## src/rtl/usart_pkg.sv

```systemverilog
// Shared definitions for the my_usart transmitter/receiver pair:
// receiver state encoding, default frame geometry and a counter-width helper.
package usart_pkg;

    typedef enum logic [2:0] {
        RX_IDLE      = 3'd0,
        RX_START     = 3'd1,
        RX_DATA      = 3'd2,
        RX_STOP      = 3'd3,
        RX_WAIT_HIGH = 3'd4
    } rx_state_e;

    localparam int USART_OVERSAMPLE = 16;
    localparam int USART_DATA_BITS  = 8;

    // Width of a counter that must hold 0..n-1; never narrower than one bit.
    function automatic int usart_cnt_w(input int n);
        return (n > 1) ? $clog2(n) : 1;
    endfunction

endpackage

```

## src/rtl/usart_sync2.sv

```systemverilog
// Two-flop synchroniser for an asynchronous, idle-high input.
// Both flops reset to 1 so a line held idle never looks like a start edge.
module usart_sync2 (
    input  logic clock_devided,
    input  logic reset,
    input  logic async_i,
    output logic sync_o
);

    logic meta_q;
    logic sync_q;

    always_ff @(posedge clock_devided) begin
        if (!reset) begin
            meta_q <= 1'b1;
            sync_q <= 1'b1;
        end else begin
            meta_q <= async_i;
            sync_q <= meta_q;
        end
    end

    assign sync_o = sync_q;

endmodule

```

## src/rtl/my_usart_rx.sv

```systemverilog
// 8N1 UART receiver clocked at OVERSAMPLE x baud; delivers bytes with a
// valid/ack handshake and flags false starts, framing errors and overruns.
module my_usart_rx
    import usart_pkg::*;
#(
    parameter int OVERSAMPLE = USART_OVERSAMPLE,
    parameter int DATA_BITS  = USART_DATA_BITS
) (
    input  logic                 clock_devided,
    input  logic                 reset,
    input  logic                 rx_pin,
    input  logic                 rx_ack,
    output logic [DATA_BITS-1:0] rx_data,
    output logic                 rx_valid,
    output logic                 rx_busy,
    output logic                 framing_error,
    output logic                 overrun
);

    localparam int TICK_W = usart_cnt_w(OVERSAMPLE);
    localparam int BIT_W  = usart_cnt_w(DATA_BITS);

    localparam logic [TICK_W-1:0] TICK_MID  = TICK_W'(OVERSAMPLE / 2 - 1);
    localparam logic [TICK_W-1:0] TICK_LAST = TICK_W'(OVERSAMPLE - 1);
    localparam logic [TICK_W-1:0] TICK_ONE  = TICK_W'(1);
    localparam logic [BIT_W-1:0]  BIT_LAST  = BIT_W'(DATA_BITS - 1);
    localparam logic [BIT_W-1:0]  BIT_ONE   = BIT_W'(1);

    logic rxs;

    rx_state_e            state_q, state_d;
    logic [TICK_W-1:0]    tick_q, tick_d;
    logic [BIT_W-1:0]     bit_q, bit_d;
    logic [DATA_BITS-1:0] shift_q, shift_d;
    logic [DATA_BITS-1:0] data_q, data_d;
    logic                 valid_q, valid_d;
    logic                 ovr_q, ovr_d;
    logic                 ferr_q, ferr_d;

    logic                 accept;
    logic                 frame_bad;

    usart_sync2 u_sync_rx (
        .clock_devided (clock_devided),
        .reset         (reset),
        .async_i       (rx_pin),
        .sync_o        (rxs)
    );

    always_ff @(posedge clock_devided) begin
        if (!reset) begin
            state_q <= RX_IDLE;
            tick_q  <= '0;
            bit_q   <= '0;
            shift_q <= '0;
            data_q  <= '0;
            valid_q <= 1'b0;
            ovr_q   <= 1'b0;
            ferr_q  <= 1'b0;
        end else begin
            state_q <= state_d;
            tick_q  <= tick_d;
            bit_q   <= bit_d;
            shift_q <= shift_d;
            data_q  <= data_d;
            valid_q <= valid_d;
            ovr_q   <= ovr_d;
            ferr_q  <= ferr_d;
        end
    end

    // Start bit is checked at its midpoint; every later bit one full period on.
    always_comb begin
        state_d   = state_q;
        tick_d    = tick_q;
        bit_d     = bit_q;
        shift_d   = shift_q;
        accept    = 1'b0;
        frame_bad = 1'b0;
        case (state_q)
            RX_IDLE: begin
                tick_d = '0;
                if (!rxs) begin
                    state_d = RX_START;
                end
            end
            RX_START: begin
                tick_d = tick_q + TICK_ONE;
                if (tick_q == TICK_MID) begin
                    tick_d  = '0;
                    bit_d   = '0;
                    state_d = rxs ? RX_IDLE : RX_DATA;
                end
            end
            RX_DATA: begin
                tick_d = tick_q + TICK_ONE;
                if (tick_q == TICK_LAST) begin
                    tick_d         = '0;
                    shift_d[bit_q] = rxs;
                    if (bit_q == BIT_LAST) begin
                        state_d = RX_STOP;
                    end else begin
                        bit_d = bit_q + BIT_ONE;
                    end
                end
            end
            RX_STOP: begin
                tick_d = tick_q + TICK_ONE;
                if (tick_q == TICK_LAST) begin
                    tick_d = '0;
                    if (rxs) begin
                        accept  = 1'b1;
                        state_d = RX_IDLE;
                    end else begin
                        frame_bad = 1'b1;
                        shift_d   = '0;
                        state_d   = RX_WAIT_HIGH;
                    end
                end
            end
            RX_WAIT_HIGH: begin
                tick_d = '0;
                if (rxs) begin
                    state_d = RX_IDLE;
                end
            end
            default: begin
                tick_d  = '0;
                state_d = RX_IDLE;
            end
        endcase
    end

    // An ack landing on the accept cycle frees the holding register for the new byte.
    always_comb begin
        data_d  = data_q;
        valid_d = valid_q;
        ovr_d   = ovr_q;
        ferr_d  = frame_bad;
        if (accept) begin
            if (!valid_q || rx_ack) begin
                data_d  = shift_q;
                valid_d = 1'b1;
                ovr_d   = 1'b0;
            end else begin
                ovr_d = 1'b1;
            end
        end else if (rx_ack && valid_q) begin
            valid_d = 1'b0;
            ovr_d   = 1'b0;
        end
    end

    assign rx_data       = data_q;
    assign rx_valid      = valid_q;
    assign rx_busy       = (state_q != RX_IDLE);
    assign framing_error = ferr_q;
    assign overrun       = ovr_q;

endmodule

```

## config.mk

```make
export PLATFORM = sky130hd
export DESIGN_NAME = my_usart_rx
export DESIGN_NICKNAME = d
export VERILOG_FILES = /design/src/rtl/usart_pkg.sv /design/src/rtl/usart_sync2.sv /design/src/rtl/my_usart_rx.sv
export SDC_FILE = /design/constraint.sdc
export NUM_CORES = 1
export LEC_CHECK = 0
export ABC_AREA = 1
export CAP_MARGIN = 10
export CORE_ASPECT_RATIO = 0.9
export CORE_MARGIN = 1
export CORE_UTILIZATION = 40
export CTS_BUF_LIST = sky130_fd_sc_hd__clkbuf_16
export DETAILED_ROUTE_END_ITERATION = 16
export REMOVE_ABC_BUFFERS = 1
export SETUP_SLACK_MARGIN = 0.05
export SKIP_CTS_REPAIR_TIMING = 1
export SYNTH_ARGS = -nofsm -noshare
export SYNTH_HDL_FRONTEND = slang
export SYNTH_HIERARCHICAL = 1
export SYNTH_SLANG_ARGS = --single-unit
```

## constraint.sdc

```tcl
create_clock -name clock_devided -period 3.35 [get_ports clock_devided]
set_input_delay 0.5025 -clock clock_devided [delete_from_list [all_inputs] [get_ports clock_devided]]
set_output_delay 0.5025 -clock clock_devided [all_outputs]
set_load 0.01 [all_outputs]
```

# Word level (Yosys, flattened, before mapping)
# Index checks and enable logic that the tools add are counted.
dict set report totals {
  ff_bits 31
  latchBits 0
  mem_bits_rw 0
  mem_bits_ro 0
  inputBits 4
  output_inout_bits 12
  wordCells 78
  mem_count 0
}
dict set report classes {
  n_addsub 2
  mul 0
  div 0
  magnitude_cmp 2
  n_eq_ne 16
  n_shift 0
  n_mux 32
  bitwise_logic 0
  n_reduce_logical 16
}
# operator n
set ops {}
lappend ops {{3-bit two-way mux} 10}
lappend ops {{8-bit two-way mux} 3}
lappend ops {{8-bit case mux with 2 select lines} 1}
lappend ops {{3-bit case mux with 5 select lines} 1}
lappend ops {{2-bit != test, second input constant} 7}
lappend ops {{1-bit two-way mux} 10}
lappend ops {{8-bit bitwise mux} 1}
lappend ops {{4-bit two-way mux} 2}
lappend ops {{4-bit case mux with 2 select lines} 1}
lappend ops {{4-bit AND reduction} 2}
lappend ops {{3-bit by 2-bit equality test with 1-bit output, second input constant} 2}
lappend ops {{3-bit equality test, second input constant} 2}
lappend ops {{3-bit case mux with 2 select lines} 1}
lappend ops {{6-bit AND reduction} 1}
lappend ops {{2-bit nonzero test} 3}
lappend ops {{4-bit by 1-bit adder with 4-bit output, second input constant} 1}
lappend ops {{4-bit by 3-bit equality test with 1-bit output, second input constant} 1}
lappend ops {{4-bit equality test, second input constant} 1}
lappend ops {{3-bit by 4-bit < comparator with 1-bit output, second input constant} 1}
lappend ops {{2-bit by 1-bit != test with 1-bit output, second input constant} 2}
lappend ops {{2-bit AND reduction} 2}
lappend ops {{3-bit by 1-bit adder with 3-bit output, second input constant} 1}
lappend ops {{1-bit demux with 3-bit select} 1}
lappend ops {{3-bit by 1-bit equality test with 1-bit output, second input constant} 1}
lappend ops {{other kinds (9)} 10}

# Logic depth before layout (Yosys ltp)
dict set report logic_depth {
  depth_word 7
  ltp_mapped 10
  ltp_nobuf 10
}

# By module
# The synthesis kept the hierarchy.
# module instances cells_each area_per_inst_um2 seq_area_each_um2
set by_module_without_submodules {}
lappend by_module_without_submodules {my_usart_rx 1 206 1412.6 580.6}
lappend by_module_without_submodules {usart_sync2 1 6 55.1 40.0}

# Least setup slack after synthesis
# OpenSTA, ideal clock, no wires.
dict set report synth_path {
  path_kind {flip-flop to flip-flop}
  from {register tick_q[0]}
  to {register data_q[0] (netlist: rx_data[0])}
  setup_time_ps 116
  arrival_ps 1196
  required_time_ps 3234
  setup_slack_ps 2038
  stages_incl_launch_ff 9
  n_path_buf 0
  period_less_slack_ps 1312
  path_cell_list {dfxtp_1 ha_1 nand3_2 clkinv_2 nand3_2 inv_2 nand2_2 nor2_1 nor2_1}
}
dict set report synth_via {
  elab_chain_cells 4
}
# item line
set synth_lines {}
lappend synth_lines {{start: declaration} my_usart_rx.sv:32} ;# logic [TICK_W-1:0] tick_q, tick_d;
lappend synth_lines {{start signal: assignment} my_usart_rx.sv:62} ;# tick_q <= tick_d;
lappend synth_lines {{4-bit equality test} my_usart_rx.sv:109} ;# if (tick_q == TICK_LAST) begin
lappend synth_lines {{1-bit two-way mux} my_usart_rx.sv:109}
lappend synth_lines {{1-bit two-way mux} my_usart_rx.sv:80} ;# case (state_q)
lappend synth_lines {{2-bit AND reduction (no source line)} n/a}
lappend synth_lines {{end signal: assignment} my_usart_rx.sv:65} ;# data_q <= data_d;
lappend synth_lines {{end: declaration} my_usart_rx.sv:35} ;# logic [DATA_BITS-1:0] data_q, data_d;
# Every way passes these cells.
# A chain may end at the register's enable or synchronous reset.

# Worst setup path after layout
dict set report layout_path {
  from {register state_q[1]}
  to {output rx_busy}
}
dict set report layout_via {
  elab_chain_cells 1
}
# item line
set layout_lines {}
lappend layout_lines {{start: declaration} my_usart_rx.sv:31} ;# rx_state_e state_q, state_d;
lappend layout_lines {{start signal: assignment} my_usart_rx.sv:61} ;# state_q <= state_d;
lappend layout_lines {{3-bit nonzero test} my_usart_rx.sv:156} ;# assign rx_busy = (state_q != RX_IDLE);
lappend layout_lines {{end: declaration} my_usart_rx.sv:15} ;# output logic rx_busy,
# Every way passes these cells.

==> results_dict.tcl <==
set metrics [dict create \
    dr_wl_met2_um 1230 \
    dr.max_layer_used "met4" \
    vias 1306 \
    fp-row-count 20 \
    wirelength_um 2930 \
    syn_area_mm2 0.00147 \
    cp_max_fo 6 \
    grt_pass1_vias 1138 \
    async_reset_ff_share_pct 0 \
    end_kind "output pin" \
    final.setup.tns_ns 0 \
    hpwl_um 2080 \
    start_kind "register" \
    grt_usage_pct 16.8 \
    num_io_pins 16 \
    dieArea_mm2 0.00392 \
    period_share_pct 57.7 \
    tritoncts "yes" \
    power_mw 1.17 \
    start_util_pct 42.8 \
    finClkSkew_ns 0.00391 \
    slowest_delay_ns 0.53 \
    yosys-top-cells-count "51 x nand2_1, 31 x dfxtp_1, 29 x nor2_1, 27 x inv_1, 25 x nand3_1" \
    fin_util_pct 52.5 \
    diodes 0 \
    synth_top_flop_cell "dfxtp_1" \
    period_minus_slack_ns 1.93 \
    path_buf_inv 2 \
    fin_nets 239 \
    rsz0062_at_grt "no" \
    ys_top_cells_by_area "dfxtp_1 42%, nand2_1 13%, nand3_1 8.5%" \
    synth.most_common_cell "nand2_1" \
    cts-root-buf "clkbuf_16" \
    drive_gt1_share_pct 9.05 \
    die_w_um 65.9 \
    gp_congestion 0.796 \
    setup-violations-final 0 \
    die_h_um 59.5 \
    viasPerCell 4.73 \
    wl_met3_um 95 \
    synth_edf_count 0 \
    syn_inst 212 \
    yosys_warnings 6 \
    hold_path_class "reg -> reg" \
    htreeDepth 2 \
    grt_overflow 0 \
    drtPass1Iterations 4 \
    power.density_mw_per_mm2 652 \
    relSlewSlack_pct 59.0 \
    leakagePower_nw 0.872 \
    first_iter_violations 52 \
    critical_path_class "reg -> out" \
    required_ns 2.85 \
    crit_arrival_ns 1.43 \
    synthToLayoutAreaGrowth_pct 22.6 \
    synth_top_area_share_pct 42.3 \
    ys_seq_area_share_pct 42.3 \
    synth-seq-cells 31 \
    timing.fmax_mhz 517 \
    yosysTopAreaCell "dfxtp_1" \
    ir_drop_mv 0.303 \
    cp_cell_sequence "inv_1, nand2_1, clkdlybuf4s50_1" \
    wire_per_inst_um 10.6 \
    grt_pass1_wl_um 4910 \
    route.detailed.drc 0 \
    drv_cap 0 \
    io_buffers 15 \
    clock-sinks 31 \
    finalHoldViolCount 0 \
    antenna_found_initial 0 \
    core_mm2 0.00343 \
    ant_nets 0 \
    clock_latency_ns 0.27 \
    syn_avg_cell_area_um2 6.92 \
    clk_pin_slew_worst_paths_ns 0.05 \
    ys_types 21 \
    drv_slew 0 \
    wl_met1_um 1530 \
    clockBufferDepth 2 \
    whs_ns 0.399 \
    numCtsBuffers 5 \
    cpMaxStageDelayCell "clkdlybuf4s50_1" \
    crit_family "buffers and inverters" \
    worst_pin_slew_ns 0.614 \
    status "finished, final reports clean" \
    grt_max_degree 18 \
]
power by group:
group | switching [mW] | total [mW] | internal, mW | leakage [nW]
Clock | 0.147 | 0.413 | 0.266 | 0.0671
Sequential | 0.0388 | 0.434 | 0.396 | 0.251
Combinational | 0.210 | 0.326 | 0.115 | 0.554
Total | 0.396 | 1.17 | 0.777 | 0.872
cell usage in the layout (no fill, tap or decap), drive strengths merged:
cell type,synthesis,final
a21oi,12,12
clkbuf,2,5
clkdlybuf4s50,0,15
clkinv,1,3
dfxtp,31,31
ha,3,3
inv,29,29
nand2,53,53
nand3,28,28
nand3b,2,2
nor2,35,35
nor3,5,5
nor3b,1,1
o21ai,9,9
xor2,1,1
worst register-to-register path: stages, from the launching register on:
cell and delay, ns:
dfxtp_1 0.35, ha_1 0.22, nand3_2 0.17, clkinv_2 0.17, nand3_2 0.14, nor2_4 0.21, o21ai_0 0.10, nor2_1 0.13
metal layers:
layer,track usage [%],vias up
met5,0,-
met3,4.62,7
li1,-,710
met2,24.9,19
met1,21.9,570
met4,9.32,0
through the flow:
stage	setup WS (ns)	std cells	instance area, µm²
2_1_floorplan	2.04	210	1460
3_3_place_gp	1.30	269	1670
3_5_place_dp	1.27	269	1670
4_1_cts	1.41	276	1800
5_1_grt	1.33	276	1800
6_report	1.42	276	1800
worst paths after layout:
path	to	cells past startpoint	from	slack [ns]
worst max-delay path	rx_busy	3	state_q[1]	1.42
worst min register to register	u_sync_rx/sync_o	2	u_sync_rx/meta_q	0.40
worst max register to register	rx_data[1]	7	tick_q[0]	1.79
worst min-delay path	u_sync_rx/sync_o	2	u_sync_rx/meta_q	0.40
sequential cells by signal, summed over array words and instances (netlist names):
register and count:
tick_q 4, framing_error 1, rx_valid 1, state_q 3, bit_q 3, overrun 1, u_sync_rx/sync_o 1, u_sync_rx/meta_q 1
rx_data 8, shift_q 8
final cells by class:
cell class	instances	area, µm²
Multi-Input combinational cell	149	726
Clock buffer	5	125
Tap cell	44	55.1
Fill cell	351	1630
Clock inverter	2	8.76
Sequential cell	31	621
Timing Repair Buffer	15	150
Inverter	30	114
logic make-up after synthesis:
family                     share of synthesized area, %
AOI/OAI and AO/OA                                  7.16
xor gates and xnor gates                          0.597
adders and majority gates                          2.56
buffers and inverters                              8.27
DFF                                                42.3
and+or+nand+nor                                    39.1
Note: power is estimated with default switching activity, not from simulation.
